**src/rtl/mem_access_unit.sv**
```systemverilog
// Memory access stage between the multi-cycle RV32I controller and a
// shared instruction/data bus with variable wait states.
module mem_access_unit #(
    parameter int unsigned ADDR_W = 32,
    parameter int unsigned DATA_W = 32,
    parameter int unsigned TIMEOUT = 16,
    parameter logic [DATA_W-1:0] RESET_INSTR = 'h0000_0013
) (
    input  logic              clk,
    input  logic              reset,
    input  logic              mem_req,
    input  logic              mem_we,
    input  logic              ir_load,
    input  logic [ADDR_W-1:0] mem_adr,
    input  logic [DATA_W-1:0] mem_wdata,
    input  logic [ADDR_W-1:0] pc_in,
    input  logic              fault_clr,
    output logic              mem_busy,
    output logic              mem_done,
    output logic [DATA_W-1:0] instr,
    output logic [ADDR_W-1:0] old_pc,
    output logic [DATA_W-1:0] data_q,
    output logic              mem_fault,
    output logic [1:0]        fault_code,
    output logic              bus_req,
    output logic              bus_we,
    output logic [ADDR_W-1:0] bus_addr,
    output logic [DATA_W-1:0] bus_wdata,
    input  logic              bus_gnt,
    input  logic              bus_rvalid,
    input  logic [DATA_W-1:0] bus_rdata
);

    localparam logic [2:0] IDLE  = 3'd0;
    localparam logic [2:0] REQ   = 3'd1;
    localparam logic [2:0] WAIT  = 3'd2;
    localparam logic [2:0] DONE  = 3'd3;
    localparam logic [2:0] FAULT = 3'd4;

    localparam int CNT_W = (TIMEOUT > 1) ? $clog2(TIMEOUT) : 1;
    localparam logic [CNT_W-1:0] CNT_LAST = CNT_W'(TIMEOUT - 1);
    localparam bit TO_EN = (TIMEOUT != 0);

    localparam logic [1:0] FC_NONE  = 2'b00;
    localparam logic [1:0] FC_ALIGN = 2'b01;
    localparam logic [1:0] FC_TIME  = 2'b10;

    logic [2:0]        state;
    logic [2:0]        state_nxt;
    logic [CNT_W-1:0]  cnt;
    logic              fetch_q;
    logic [ADDR_W-1:0] pc_q;

    logic take;
    logic misaligned;
    logic in_flight;
    logic timeout_hit;
    logic accept;
    logic expire;

    assign take       = (state == IDLE) && mem_req;
    assign misaligned = (mem_adr[1:0] != 2'b00);
    assign in_flight  = (state == REQ) || (state == WAIT);
    assign timeout_hit = TO_EN && (cnt == CNT_LAST);

    assign mem_busy  = in_flight;
    assign mem_done  = (state == DONE);
    assign mem_fault = (state == FAULT);
    assign bus_req   = (state == REQ);

    // A response in the last allowed cycle is taken before the timeout.
    always_comb begin
        state_nxt = state;
        accept    = 1'b0;
        expire    = 1'b0;
        case (state)
            IDLE: begin
                if (mem_req)
                    state_nxt = misaligned ? FAULT : REQ;
            end
            REQ: begin
                if (bus_gnt && bus_rvalid) begin
                    accept    = 1'b1;
                    state_nxt = DONE;
                end else if (timeout_hit) begin
                    expire    = 1'b1;
                    state_nxt = FAULT;
                end else if (bus_gnt) begin
                    state_nxt = WAIT;
                end
            end
            WAIT: begin
                if (bus_rvalid) begin
                    accept    = 1'b1;
                    state_nxt = DONE;
                end else if (timeout_hit) begin
                    expire    = 1'b1;
                    state_nxt = FAULT;
                end
            end
            DONE: begin
                state_nxt = IDLE;
            end
            FAULT: begin
                if (fault_clr)
                    state_nxt = IDLE;
            end
            default: begin
                state_nxt = IDLE;
            end
        endcase
    end

    always_ff @(posedge clk) begin
        if (!reset) begin
            state <= IDLE;
        end else begin
            state <= state_nxt;
        end
    end

    always_ff @(posedge clk) begin
        if (!reset) begin
            cnt <= '0;
        end else if (take) begin
            cnt <= '0;
        end else if (in_flight) begin
            cnt <= cnt + CNT_W'(1);
        end
    end

    // Request fields stay latched until the next accepted request.
    always_ff @(posedge clk) begin
        if (!reset) begin
            bus_addr  <= '0;
            bus_wdata <= '0;
            bus_we    <= 1'b0;
            fetch_q   <= 1'b0;
            pc_q      <= '0;
        end else if (take) begin
            bus_addr  <= mem_adr;
            bus_wdata <= mem_wdata;
            bus_we    <= mem_we;
            fetch_q   <= ir_load & ~mem_we;
            pc_q      <= pc_in;
        end
    end

    always_ff @(posedge clk) begin
        if (!reset) begin
            fault_code <= FC_NONE;
        end else if (take && misaligned) begin
            fault_code <= FC_ALIGN;
        end else if (expire) begin
            fault_code <= FC_TIME;
        end else if ((state == FAULT) && fault_clr) begin
            fault_code <= FC_NONE;
        end
    end

    always_ff @(posedge clk) begin
        if (!reset) begin
            instr  <= RESET_INSTR;
            old_pc <= '0;
            data_q <= '0;
        end else if (accept && !bus_we) begin
            if (fetch_q) begin
                instr  <= bus_rdata;
                old_pc <= pc_q;
            end else begin
                data_q <= bus_rdata;
            end
        end
    end

endmodule
```
**config.mk**
```make
export PLATFORM = sky130hd
export DESIGN_NAME = mem_access_unit
export DESIGN_NICKNAME = d
export VERILOG_FILES = /design/src/rtl/mem_access_unit.sv
export SDC_FILE = /design/constraint.sdc
export NUM_CORES = 1
export LEC_CHECK = 0
export BUFFER_PORTS_ARGS = -buffer_cell sky130_fd_sc_hd__buf_2
export CORE_ASPECT_RATIO = 1.5
export CORE_MARGIN = 8
export CORE_UTILIZATION = 50
export CTS_BUF_LIST = sky130_fd_sc_hd__clkbuf_8
export DETAILED_ROUTE_END_ITERATION = 8
export GPL_TIMING_DRIVEN = 0
export PLACE_DENSITY = 0.9
export RECOVER_POWER = 50
export SLEW_MARGIN = 5
export SYNTH_ARGS = -nofsm -noshare
export SYNTH_HDL_FRONTEND = slang
export SYNTH_SLANG_ARGS = --single-unit
```
**constraint.sdc**
```tcl
create_clock -name clk -period 2.26 [get_ports clk]
set_clock_uncertainty 0.2 [all_clocks]
set_input_delay 0.452 -clock clk [delete_from_list [all_inputs] [get_ports clk]]
set_output_delay 0.452 -clock clk [all_outputs]
set_load 0.1 [all_outputs]
```
Word-level counts from Yosys, hierarchy flattened
Cells that the tools add are included.
{"block": "totals", "reg_bits": 203, "inputBits": 136, "out_inout_bits": 167}
{"block": "classes", "n_addsub": 1, "n_eq_ne": 9, "muxes": 19, "bitwise": 4, "n_reduce_logical": 16}
{"cell": "3-bit two-way mux", "count": 8}
{"cell": "3-bit case mux with 4 select lines", "count": 1}
{"cell": "3-bit by 2-bit equality test with 1-bit output (second input constant)", "count": 2}
{"cell": "1-bit two-way mux", "count": 6}
{"cell": "1-bit logical AND", "count": 5}
{"cell": "4-bit by 1-bit adder with 4-bit output (second input constant)", "count": 1}
{"cell": "4-bit equality test (second input constant)", "count": 1}
{"cell": "2-bit two-way mux", "count": 2}
{"cell": "2-bit != test (second input constant)", "count": 2}
{"cell": "4-bit by 1-bit != test with 1-bit output (second input constant)", "count": 1}
{"cell": "1-bit case mux with 2 select lines", "count": 2}
{"cell": "2-bit AND reduction", "count": 2}
{"cell": "4-bit AND reduction", "count": 1}
{"cell": "2-bit nonzero test", "count": 2}
{"cell": "2-bit OR reduction", "count": 2}
{"cell": "3-bit by 1-bit equality test with 1-bit output (second input constant)", "count": 1}
{"cell": "3-bit equality test (second input constant)", "count": 1}
{"cell": "3-bit logical NOT", "count": 1}
{"cell": "3-bit != test (second input constant)", "count": 1}
{"cell": "1-bit inverter", "count": 3}
{"cell": "3-bit nonzero test", "count": 1}
{"cell": "1-bit bitwise AND", "count": 1}
{"cell": "1-bit logical NOT", "count": 1}
{"cell": "1-bit logical OR", "count": 1}

Depth between registers and ports, before layout
Gate-level depths: netlist of the first run.
{"block": "logic_depth", "ltp_word": 6, "depth_mapped": 7, "mapped_depth_nobuf": 5}

Worst setup path before layout of the first run
OpenSTA, ideal clock, no wires.
{"block": "synth_timing", "path_type": "register to output", "start": "register state[2]", "end": "output port bus_req", "arrival_ns": 2.836, "t_required_ns": 1.608, "path_slack_ns": -1.228, "stages_incl_launch_ff": 3, "path_buffers": 1, "cell_sequence": "dfxtp_1 clkbuf_1 nor3b_1"}
{"block": "synth_between", "elab_chain_len": 1}
{"item": "from (decl)", "line": "48", "text": "logic [2:0] state;"}
{"item": "from (signal assigned)", "line": "118", "text": "state <= state_nxt;"}
{"item": "3-bit by 1-bit equality test with 1-bit output", "line": "69", "text": "assign bus_req = (state == REQ);"}
{"item": "to (decl)", "line": "25", "text": "output logic bus_req,"}
Every way passes these cells.

Worst setup path after layout of the first run
Same ends and word-level chain as after synthesis.

==> flow_summary_export.csv, run 1 <==
group,metric,value,unit
status,run_status,"finished, final reports clean",
timing,fin_crit_sh,99.6,%
power,totalPowerFinal,8.59,mW
yosys,yosysWarnings,0,
setup_path,worst_path_largest_cell_delay,0.38,ns
global_route,first_global_vias,9207,
cts,ctsLongestPathBuffers,3,
cts,cts.root.buffer_cell,"clkbuf_8",
place,portBuffers,301,
power,power.share.sequential,44.6,%
routing,routed_wl,32500,um
final_layout,num-nets-final,1490,
routing,number_of_remaining_drc_errors,0,
final_layout,finalCoreUtilization,77.2,%
floorplan,die_w,116,um
yosys,postSynthNetCount,1020,
setup_path,cp.required,1.61,ns
floorplan,floorplan.initialDensity,51.1,%
timing,setup_repair_after_global_routing_missed_its_margin,"yes",
place,routabilityCongestion,0.880,
setup_path,r2r_start,"state[1]",
yosys,synth_area,7460,um2
routing,dr.first_iter.drc_count,882,
yosys,postSynthAreaPerCell,8.45,um2
setup_path,critPathTopFamily,"flip-flops",
worst_hold_path,hold_start,"bus_rdata[6]",
floorplan,dieArea,19200,um2
global_route,grt_start_max_net_pins,16,
routing,detail-route-antenna-nets,0,
power,power_switching,2.89,mW
yosys,most_area_hungry_cell_type_in_the_yosys_netlist,"dfxtp_1",
setup_path,crit_slowest_cell,"dfxtp_4",
floorplan,row_count,54,
run,max_cap_violations,0,
timing,finalMaxSlewViolations,0,
global_route,grt_remaining_overflow,0,
power,clock_power_share,33.4,%
power,power.share.switching,33.6,%
cts,cts-htree-levels,1,
setup_path,critPathLaunchType,"flop",
place,place.detailed.hpwl,19300,um
power,comb_power_share,22.0,%
place,postPlaceCellArea,9230,um2
timing,max-slew-margin-rel,51.6,%
yosys,netlist_instances,883,
setup_path,crit_fanout,8,
routing,post_drt_via_cell_ratio,5.68,
yosys,synth.yosys.seq_area_share,54.5,%
floorplan,die_y,166,um
timing,period_minus_slack,2.25,ns
power,power_report.internal_total,5.71,mW
setup_path,critPathKind,"flop to output pin",
routing,route.vias.total,8905,
setup_path,worstPathCellList,"buf_8, nor3b_4, buf_12",
global_route,global_route_wire_length_before_repair,49300,um
power,power_leakage,5.06,nW
timing,worstMarginPinSlew,0.725,ns
cts,clock_latency,0.58,ns
worst_hold_path,timing.hold.worst.class,"primary input to flop",
cts,cts-buffers-inserted,30,
timing,worst_hold_slack,0.0368,ns
yosys,synth.lib_cells_used.distinct,34,
yosys,ys_top_cells_by_area,"dfxtp_1 (54%), nand2_1 (13%), a21boi_0 (7.8%)",
global_route,antenna_violations_before_repair,4,
setup_path,critical_path.startpoint,"state[2]",
power,peakVddDrop,0.863,mV
final_layout,area_grow_syn2layout,50.9,%
cts,clkTransAtPathRegs,0.07,ns
yosys,synth_top_area_share,54.5,%
floorplan,pin_count,303,
setup_path,cp.buffers_inverters,2,
final_layout,finish.instance_area,11300,um2
timing,fmaxAchievable,444,MHz
power,power_density,763,nW/um2
routing,wl_per_cell,20.7,um
timing,final-setup-viol-count,0,
cts,clock_sink_count,203,
final_layout,drive_above_1_share,28.3,%
global_route,track_usage,32.7,%
setup_path,r2r_setup_slack,0.09,ns
cts,cts_tree,"yes",
yosys,ys_seq_elements,203,
setup_path,worst_setup_path_end_kind,"output pin",
setup_path,worst_ep_arrival_time,1.60,ns
routing,dr.pass1.iters,5,
floorplan,placeableCoreArea,14600,um2
timing,final_hold_viol_count,0,
cell type report:
| class | instances | area (um2) |
|---|---|---|
| Sequential cell | 203 | 4080 |
| Fill cell | 905 | 3330 |
| Multi-Input combinational cell | 607 | 3120 |
| Timing Repair Buffer | 438 | 2910 |
| Clock buffer | 37 | 509 |
| Buffer | 73 | 350 |
| Tap cell | 196 | 245 |
| Clock inverter | 10 | 43.8 |
| Antenna cell | 4 | 10.0 |
path summary, 6_finish.rpt:
check                                  end  cells past startpoint
worst max-delay path               bus_req                      3
worst min-delay path             data_q[6]                      3
worst max register to register   instr[10]                      7
worst min register to register  old_pc[30]                      2
logic make-up after synthesis:
family          share of synthesized area, %
fa+ha+maj                              0.168
buf+inv                                 4.36
simple gates                            22.6
mux                                    0.402
xor+xnor                               0.469
compound gates                          17.6
flops                                   54.5
synth_stat cells:
| library cell | number |
|---|---|
| a2111oi_0 | 1 |
| a211o_1 | 1 |
| a21boi_0 | 78 |
| a21boi_1 | 20 |
| a21o_1 | 1 |
| a21oi_1 | 3 |
| a22o_1 | 1 |
| a32o_1 | 1 |
| and2_1 | 2 |
| and3_1 | 1 |
| and3b_1 | 2 |
| and4bb_2 | 1 |
| buf_2 | 17 |
| buf_4 | 8 |
| clkbuf_1 | 48 |
| dfxtp_1 | 203 |
| ha_1 | 1 |
| mux2i_1 | 3 |
| nand2_1 | 268 |
| nand2b_1 | 1 |
| nand3_1 | 96 |
| nand3b_1 | 3 |
| nor2_1 | 7 |
| nor2b_1 | 2 |
| nor3_1 | 4 |
| nor3b_1 | 4 |
| nor4b_1 | 1 |
| nor4b_4 | 1 |
| o21ai_0 | 91 |
| o21ai_1 | 6 |
| o21ai_2 | 1 |
| o21ai_4 | 1 |
| o22ai_1 | 1 |
| xnor2_1 | 4 |
placed cells by master (no fill, tap or decap), drive strengths merged:
cell	n
nand3	96
clkbuf	84
dfxtp	203
nor3b	4
and3	1
nor2	7
and3b	2
o21ai	99
dlygate4sd3	129
inv	9
nand3b	3
nor2b	2
clkinv	1
ha	1
a21oi	3
xnor2	4
a22o	1
a21o	1
nor4b	2
a211o	1
nand2	268
o22ai	1
diode	4
a32o	1
buf	335
and2	2
a21boi	98
and4bb	1
a2111oi	1
nand2b	1
mux2i	3
nor3	4
routing by layer:
metal | vias up | global-route usage, % | wire length [um]
met4 | 0 | 25.0 | 2610
met3 | 215 | 9.17 | 3020
met1 | 4134 | 31.1 | 10500
li1 | 3895 | - | -
met5 | - | 0 | 0
met2 | 661 | 57.2 | 16400
tightest hold or removal path, delay by kind of cell:
family	cells	cell delay (ns)
and+or+nand+nor	1	0.09
buffers and inverters	1	0.11
AOI/OAI and AO/OA	1	0.10
timing repair:
item,in CTS,in global routing
endpoints found under the setup margin,4,18
gates resized for setup,30,7
endpoints found under the hold margin,156,0
cloned,0,1
pin swaps,2,3
hold buffers,129,0
setup buffers,1,6
sequential cells by signal, summed over array words and instances, names as in the netlist:
name and cells:
instr 32, fetch_q 1, bus_wdata 32, cnt 4
data_q 32, bus_addr 32, pc_q 32, old_pc 32
fault_code 2, state 3, bus_we 1
power by group through the flow:
stage | Clock [mW] | Sequential (mW) | Combinational (mW)
final | 2.87 | 3.83 | 1.89
after global routing | 3.05 | 3.84 | 1.97
after CTS | 2.84 | 3.81 | 1.80
after detailed placement | 0 | 3.89 | 1.59
after global placement | 0 | 3.88 | 1.57
after floorplan | 0 | 4.62 | 0.452
stage by stage:
step	setup TNS, ns	std cells	worst slack [ns]
5_1_grt	-0.0437	1568	-0.0239
3_5_place_dp	0	1380	0.0467
4_1_cts	0	1557	0.00309
6_report	0	1568	0.00969
3_3_place_gp	0	1380	0.0634
2_1_floorplan	0	883	0.0330
No activity file was read; power rests on OpenSTA's default activity.
==> run 2, diff against run 1 <==
--- a/config.mk
+++ b/config.mk
@@ -11,7 +11,7 @@
 export CORE_UTILIZATION = 50
 export CTS_BUF_LIST = sky130_fd_sc_hd__clkbuf_8
 export DETAILED_ROUTE_END_ITERATION = 8
-export GPL_TIMING_DRIVEN = 0
+export GPL_TIMING_DRIVEN = 1
 export PLACE_DENSITY = 0.9
 export RECOVER_POWER = 50
 export SLEW_MARGIN = 5
==> run 2 against run 1 <==
  * Power shrank 3.9%
  * Sequential share of layout area grew 0.78 points
  * Worst hold slack gained 0.010 ns
  * Highest routed layer unchanged
==> flow_summary_export.csv, run 2 (same netlist as run 1, synthesis figures left out) <==
group,metric,value,unit
place,placed_cells_incl_taps,1323,
global_route,grt_remaining_overflow,0,
setup_path,cp.required,1.61,ns
place,postPlaceCellArea,9180,um2
floorplan,die_y,166,um
cts,clock_latency,0.55,ns
timing,fin_crit_sh,96.8,%
floorplan,placeableCoreArea,14600,um2
place,routabilityCongestion,0.820,
power,power_report.internal_total,5.51,mW
final_layout,layout.cells.most_common_list,"buf_2 (297), nand2_1 (268), dfxtp_1 (200), dlygate4sd3_1 (130)",
timing,fmaxAchievable,457,MHz
timing,final-setup-viol-count,0,
timing,totalNegativeSetupSlack,0,ns
power,power_leakage,4.96,nW
floorplan,die_w,116,um
cts,clkTransAtPathRegs,0.06,ns
global_route,global_route_wire_length_before_repair,44300,um
floorplan,row_count,54,
floorplan,dieArea,19200,um2
timing,finalMaxSlewViolations,0,
power,power.share.switching,33.3,%
routing,route.vias.total,8259,
setup_path,worst_ep_arrival_time,1.54,ns
setup_path,critPathKind,"flop to output pin",
final_layout,post_layout_nonfiller_instances,1509,
setup_path,worst_setup_path_end_kind,"output pin",
global_route,grt_start_max_net_pins,99,
run,max_cap_violations,0,
routing,dr.first_iter.drc_count,937,
final_layout,num-nets-final,1426,
floorplan,pin_count,303,
final_layout,layout.cells.most_common,"buf_2",
cts,cts.root.buffer_cell,"clkbuf_8",
routing,detail-route-antenna-nets,0,
power,clock_power_share,32.0,%
routing,number_of_remaining_drc_errors,0,
global_route,first_global_vias,8547,
routing,wl_per_cell,18.7,um
status,run_status,"finished, final reports clean",
cts,ctsLongestPathBuffers,3,
global_route,track_usage,28.5,%
timing,setup_repair_after_global_routing_missed_its_margin,"no",
final_layout,finish.instance_area,11000,um2
timing,max-slew-margin-rel,63.9,%
cts,clock_sink_count,203,
final_layout,area_grow_syn2layout,47.7,%
power,comb_power_share,21.6,%
cts,cts-htree-levels,1,
cts,cts_tree,"yes",
worst_hold_path,timing.hold.worst.class,"primary input to flop",
power,totalPowerFinal,8.26,mW
power,power.share.sequential,46.4,%
timing,period_minus_slack,2.19,ns
global_route,antenna_violations_before_repair,3,
power,power_switching,2.75,mW
routing,dr.pass1.iters,8,
timing,final_hold_viol_count,0,
floorplan,floorplan.initialDensity,51.1,%
place,place.detailed.hpwl,15900,um
power,power_density,750,nW/um2
cts,cts-buffers-inserted,29,
routing,routed_wl,28300,um
final_layout,drive_above_1_share,27.6,%
timing,worstMarginPinSlew,0.535,ns
place,portBuffers,302,
setup_path,critPathLaunchType,"flop",
setup_path,crit_fanout,12,
routing,post_drt_via_cell_ratio,5.47,
power,peakVddDrop,0.672,mV
run 2: power by group through the flow:
stage / registers [mW] / logic (mW) / clock network (mW)
2_1_floorplan: 4.62 / 0.452 / 0
3_3_place_gp: 3.89 / 1.53 / 0
3_5_place_dp: 3.89 / 1.55 / 0
4_1_cts: 3.82 / 1.74 / 2.68
5_1_grt: 3.85 / 1.87 / 2.85
6_report: 3.83 / 1.78 / 2.65
run 2: final timing paths:
kind | start | endpoint | slack [ns] | depth (start not counted)
worst min register to register | pc_q[1] | old_pc[1] | 0.24 | 2
worst min-delay path | reset | instr[0] | 0.05 | 2
worst max-delay path | state[0] | bus_req | 0.07 | 2
worst max register to register | state[1] | instr[19] | 0.11 | 7
run 2: metrics by stage:
stage	hold slack [ns]	setup slack [ns]	util, %
floorplan	0.236	0.0330	-
global placement	0.237	0.317	62.9
detailed placement	0.242	0.244	62.9
CTS	0.00783	0.0279	75.6
global route	0.0389	0.00473	75.5
finish	0.0471	0.0725	75.5
run 2: layout make-up:
cell class	instances	area, um2
tap	196	245
fill	905	3570
timing repair buffer	448	3060
antenna	3	7.51
multi-input combinational	607	3110
clock buffer	32	440
sequential	203	4070
clock inverter	20	82.6
run 2: repair_timing:
item / in CTS / in global routing
hold endpoints to repair: 156 / 0
buffers inserted: 1 / 0
endpoints found under the setup margin: 4 / 2
pin swaps: 1 / 1
gates resized for setup: 7 / 1
hold buffers: 130 / 0
run 2: metal layers:
layer	vias to the layer above	track usage (%)	wire length, um
li1	3764	-	-
met1	3798	28.7	9660
met2	549	49.4	14000
met3	148	8.05	2730
met4	0	19.1	1870
met5	-	0	0
run 2: worst max-delay path, stage by stage (launching register included):
cell and delay [ns]:
dfxtp_4 0.45, nor3b_4 0.31, buf_12 0.21
==> run 3, diff against run 2 <==
--- a/config.mk
+++ b/config.mk
@@ -8,13 +8,12 @@
 export BUFFER_PORTS_ARGS = -buffer_cell sky130_fd_sc_hd__buf_2
 export CORE_ASPECT_RATIO = 1.5
 export CORE_MARGIN = 8
-export CORE_UTILIZATION = 50
+export CORE_UTILIZATION = 45
 export CTS_BUF_LIST = sky130_fd_sc_hd__clkbuf_8
 export DETAILED_ROUTE_END_ITERATION = 8
 export GPL_TIMING_DRIVEN = 1
-export PLACE_DENSITY = 0.9
+export PLACE_DENSITY = 0.86
 export RECOVER_POWER = 50
-export SLEW_MARGIN = 5
 export SYNTH_ARGS = -nofsm -noshare
 export SYNTH_HDL_FRONTEND = slang
 export SYNTH_SLANG_ARGS = --single-unit
==> constraint.sdc (replaced) <==
create_clock -name clk -period 2 [get_ports clk]
set_clock_uncertainty 0.2 [all_clocks]
set_input_delay 0.4 -clock clk [delete_from_list [all_inputs] [get_ports clk]]
set_output_delay 0.4 -clock clk [all_outputs]
set_load 0.1 [all_outputs]
==> run 3 against run 2 <==
  * The run now ends with negative setup slack left
  * Critical path depth up 6
  * Register-to-register slack lost 0.54 ns
  * First-iteration DRC count is 10% lower
  * Sequential share of layout area decreased by 2.3 points
  * Count of clock-buffer cells in the layout is 5 higher
  * Power up 25%
  * Routed wire length up 7.6%
  * Core utilization decreased by 2.9 points
  * Sequential cell count unchanged
  * Setup slack lost 0.50 ns
  * Critical endpoint is now bus_wdata[26]
==> flow_summary_export.csv, run 3 (same netlist as run 1, synthesis figures left out) <==
group,metric,value,unit
global_route,grt_start_max_net_pins,67,
setup_path,worst_setup_path_end_kind,"flop",
run,max_cap_violations,0,
global_route,first_global_vias,8346,
global_route,antenna_violations_before_repair,3,
place,place.detailed.hpwl,15800,um
status,run_status,"complete, but fails checks",
cts,clock_sink_count,203,
final_layout,area_grow_syn2layout,57.6,%
cts,clock_latency,0.57,ns
final_layout,layout.cells.most_common_list,"buf_2 (279), nand2_1 (263), dfxtp_1 (199), dlygate4sd3_1 (132), nand3_1 (96)",
floorplan,die_w,121,um
routing,post_drt_via_cell_ratio,5.46,
place,postPlaceCellArea,9350,um2
floorplan,floorplan.initialDensity,46.1,%
worst_hold_path,worstHoldEndpoint,"state[1]",
floorplan,placeableCoreArea,16200,um2
floorplan,die_y,174,um
routing,number_of_remaining_drc_errors,0,
timing,final-setup-viol-count,55,
power,power_leakage,5.30,nW
timing,setup_repair_after_global_routing_missed_its_margin,"yes",
worst_hold_path,hold_start,"bus_rvalid",
cts,cts-htree-levels,1,
setup_path,critPathKind,"flop to flop",
global_route,track_usage,25.5,%
routing,route.vias.total,8494,
status,failed_checks,"negative setup slack",
routing,dr.first_iter.drc_count,840,
final_layout,post_layout_nonfiller_instances,1557,
timing,finalMaxSlewViolations,0,
cts,clkTransAtPathRegs,0.08,ns
setup_path,critPathLaunchType,"flop",
timing,worst_hold_slack,0.0568,ns
power,power.share.switching,32.4,%
floorplan,pin_count,303,
timing,final_hold_viol_count,0,
worst_hold_path,timing.hold.worst.class,"primary input to flop",
power,power.share.sequential,42.0,%
floorplan,row_count,57,
routing,routed_wl,30400,um
final_layout,layout.cells.most_common,"buf_2",
global_route,grt_remaining_overflow,0,
setup_path,worst_ep_arrival_time,2.64,ns
power,power_report.internal_total,6.95,mW
place,portBuffers,302,
floorplan,dieArea,21000,um2
setup_path,r2r_setup_slack,-0.43,ns
worst_hold_path,timing.hold.worst_path_depth,3,
setup_path,r2r_cells,8,
final_layout,finish.instance_area,11800,um2
final_layout,num-nets-final,1462,
power,peakVddDrop,0.803,mV
cts,ctsLongestPathBuffers,3,
setup_path,cp.required,2.22,ns
final_layout,finalCoreUtilization,72.7,%
global_route,global_route_wire_length_before_repair,43800,um
routing,detail-route-antenna-nets,0,
power,power_density,875,nW/um2
place,routabilityCongestion,0.811,
cts,cts-buffers-inserted,31,
timing,period_minus_slack,2.43,ns
power,clock_power_share,36.5,%
setup_path,crit-reg2reg-capture,"bus_wdata[26]",
cts,cts_tree,"yes",
setup_path,r2r_start,"state[0]",
final_layout,drive_above_1_share,31.4,%
routing,dr.pass1.iters,7,
timing,max-slew-margin-rel,59.4,%
cts,cts.root.buffer_cell,"clkbuf_8",
timing,fmaxAchievable,412,MHz
power,comb_power_share,21.5,%
routing,wl_per_cell,19.5,um
timing,fin_crit_sh,121,%
place,placed_cells_incl_taps,1343,
timing,fin_ws,-0.428,ns
power,power_switching,3.34,mW
timing,worstMarginPinSlew,0.608,ns
power,totalPowerFinal,10.3,mW
setup_path,crit_fanout,36,
## run 3: area by class of cell
class / count / area, um2
timing repair buffer: 482 / 3570
tap: 206 / 258
clock inverter: 19 / 164
clock buffer: 37 / 509
multi-input combinational: 607 / 3180
antenna: 3 / 7.51
sequential: 203 / 4080
fill: 965 / 4430
## run 3: per-layer routing
| layer | share of wire [%] | global-route usage [%] | vias to the layer above |
|---|---|---|---|
| met3 | 8.7 | 7.21 | 158 |
| met2 | 51 | 45.1 | 555 |
| met5 | 0 | 0 | - |
| li1 | - | - | 3845 |
| met4 | 7.0 | 17.3 | 0 |
| met1 | 34 | 25.1 | 3936 |
## run 3: timing repair
action,CTS,global route
hold endpoints to repair,164,0
pin swaps,4,14
hold buffers,132,0
setup endpoints to repair,5,54
setup buffers,10,8
gates cloned,0,5
gates resized for setup,18,70
## run 3: power groups by stage
stage	combinational [mW]	clock [mW]	sequential (mW)
2_1_floorplan	0.511	0	5.22
3_3_place_gp	1.78	0	4.38
3_5_place_dp	1.80	0	4.39
4_1_cts	2.04	3.73	4.30
5_1_grt	2.31	3.99	4.34
6_report	2.21	3.75	4.32
## run 3: per-stage QoR
step                worst slack [ns]  TNS, ns
finish                        -0.428    -3.01
detailed placement            0.0420        0
CTS                           -0.180   -0.606
global placement               0.168        0
global route                  -0.524    -7.53
floorplan                     -0.175   -0.502
## run 3: worst max-delay path by stage
stage,from,end,slack [ns],depth (start not counted)
3_5_place_dp,bus_rvalid,data_q[16],0.04,6
6_report,state[0],bus_wdata[26],-0.43,8
2_1_floorplan,state[1],mem_busy,-0.17,3
4_1_cts,state[1],mem_done,-0.18,4
3_3_place_gp,state[0],fault_code[1],0.17,6
5_1_grt,state[0],bus_wdata[26],-0.52,8
## run 3: critical path, cell delays in order, from the launching register on
cell	delay [ns]
dfxtp_4	0.42
buf_6	0.14
nor2_4	0.04
buf_6	0.10
buf_4	0.13
nand3b_1	0.31
buf_8	0.29
nand2_1	0.12
a21boi_0	0.51
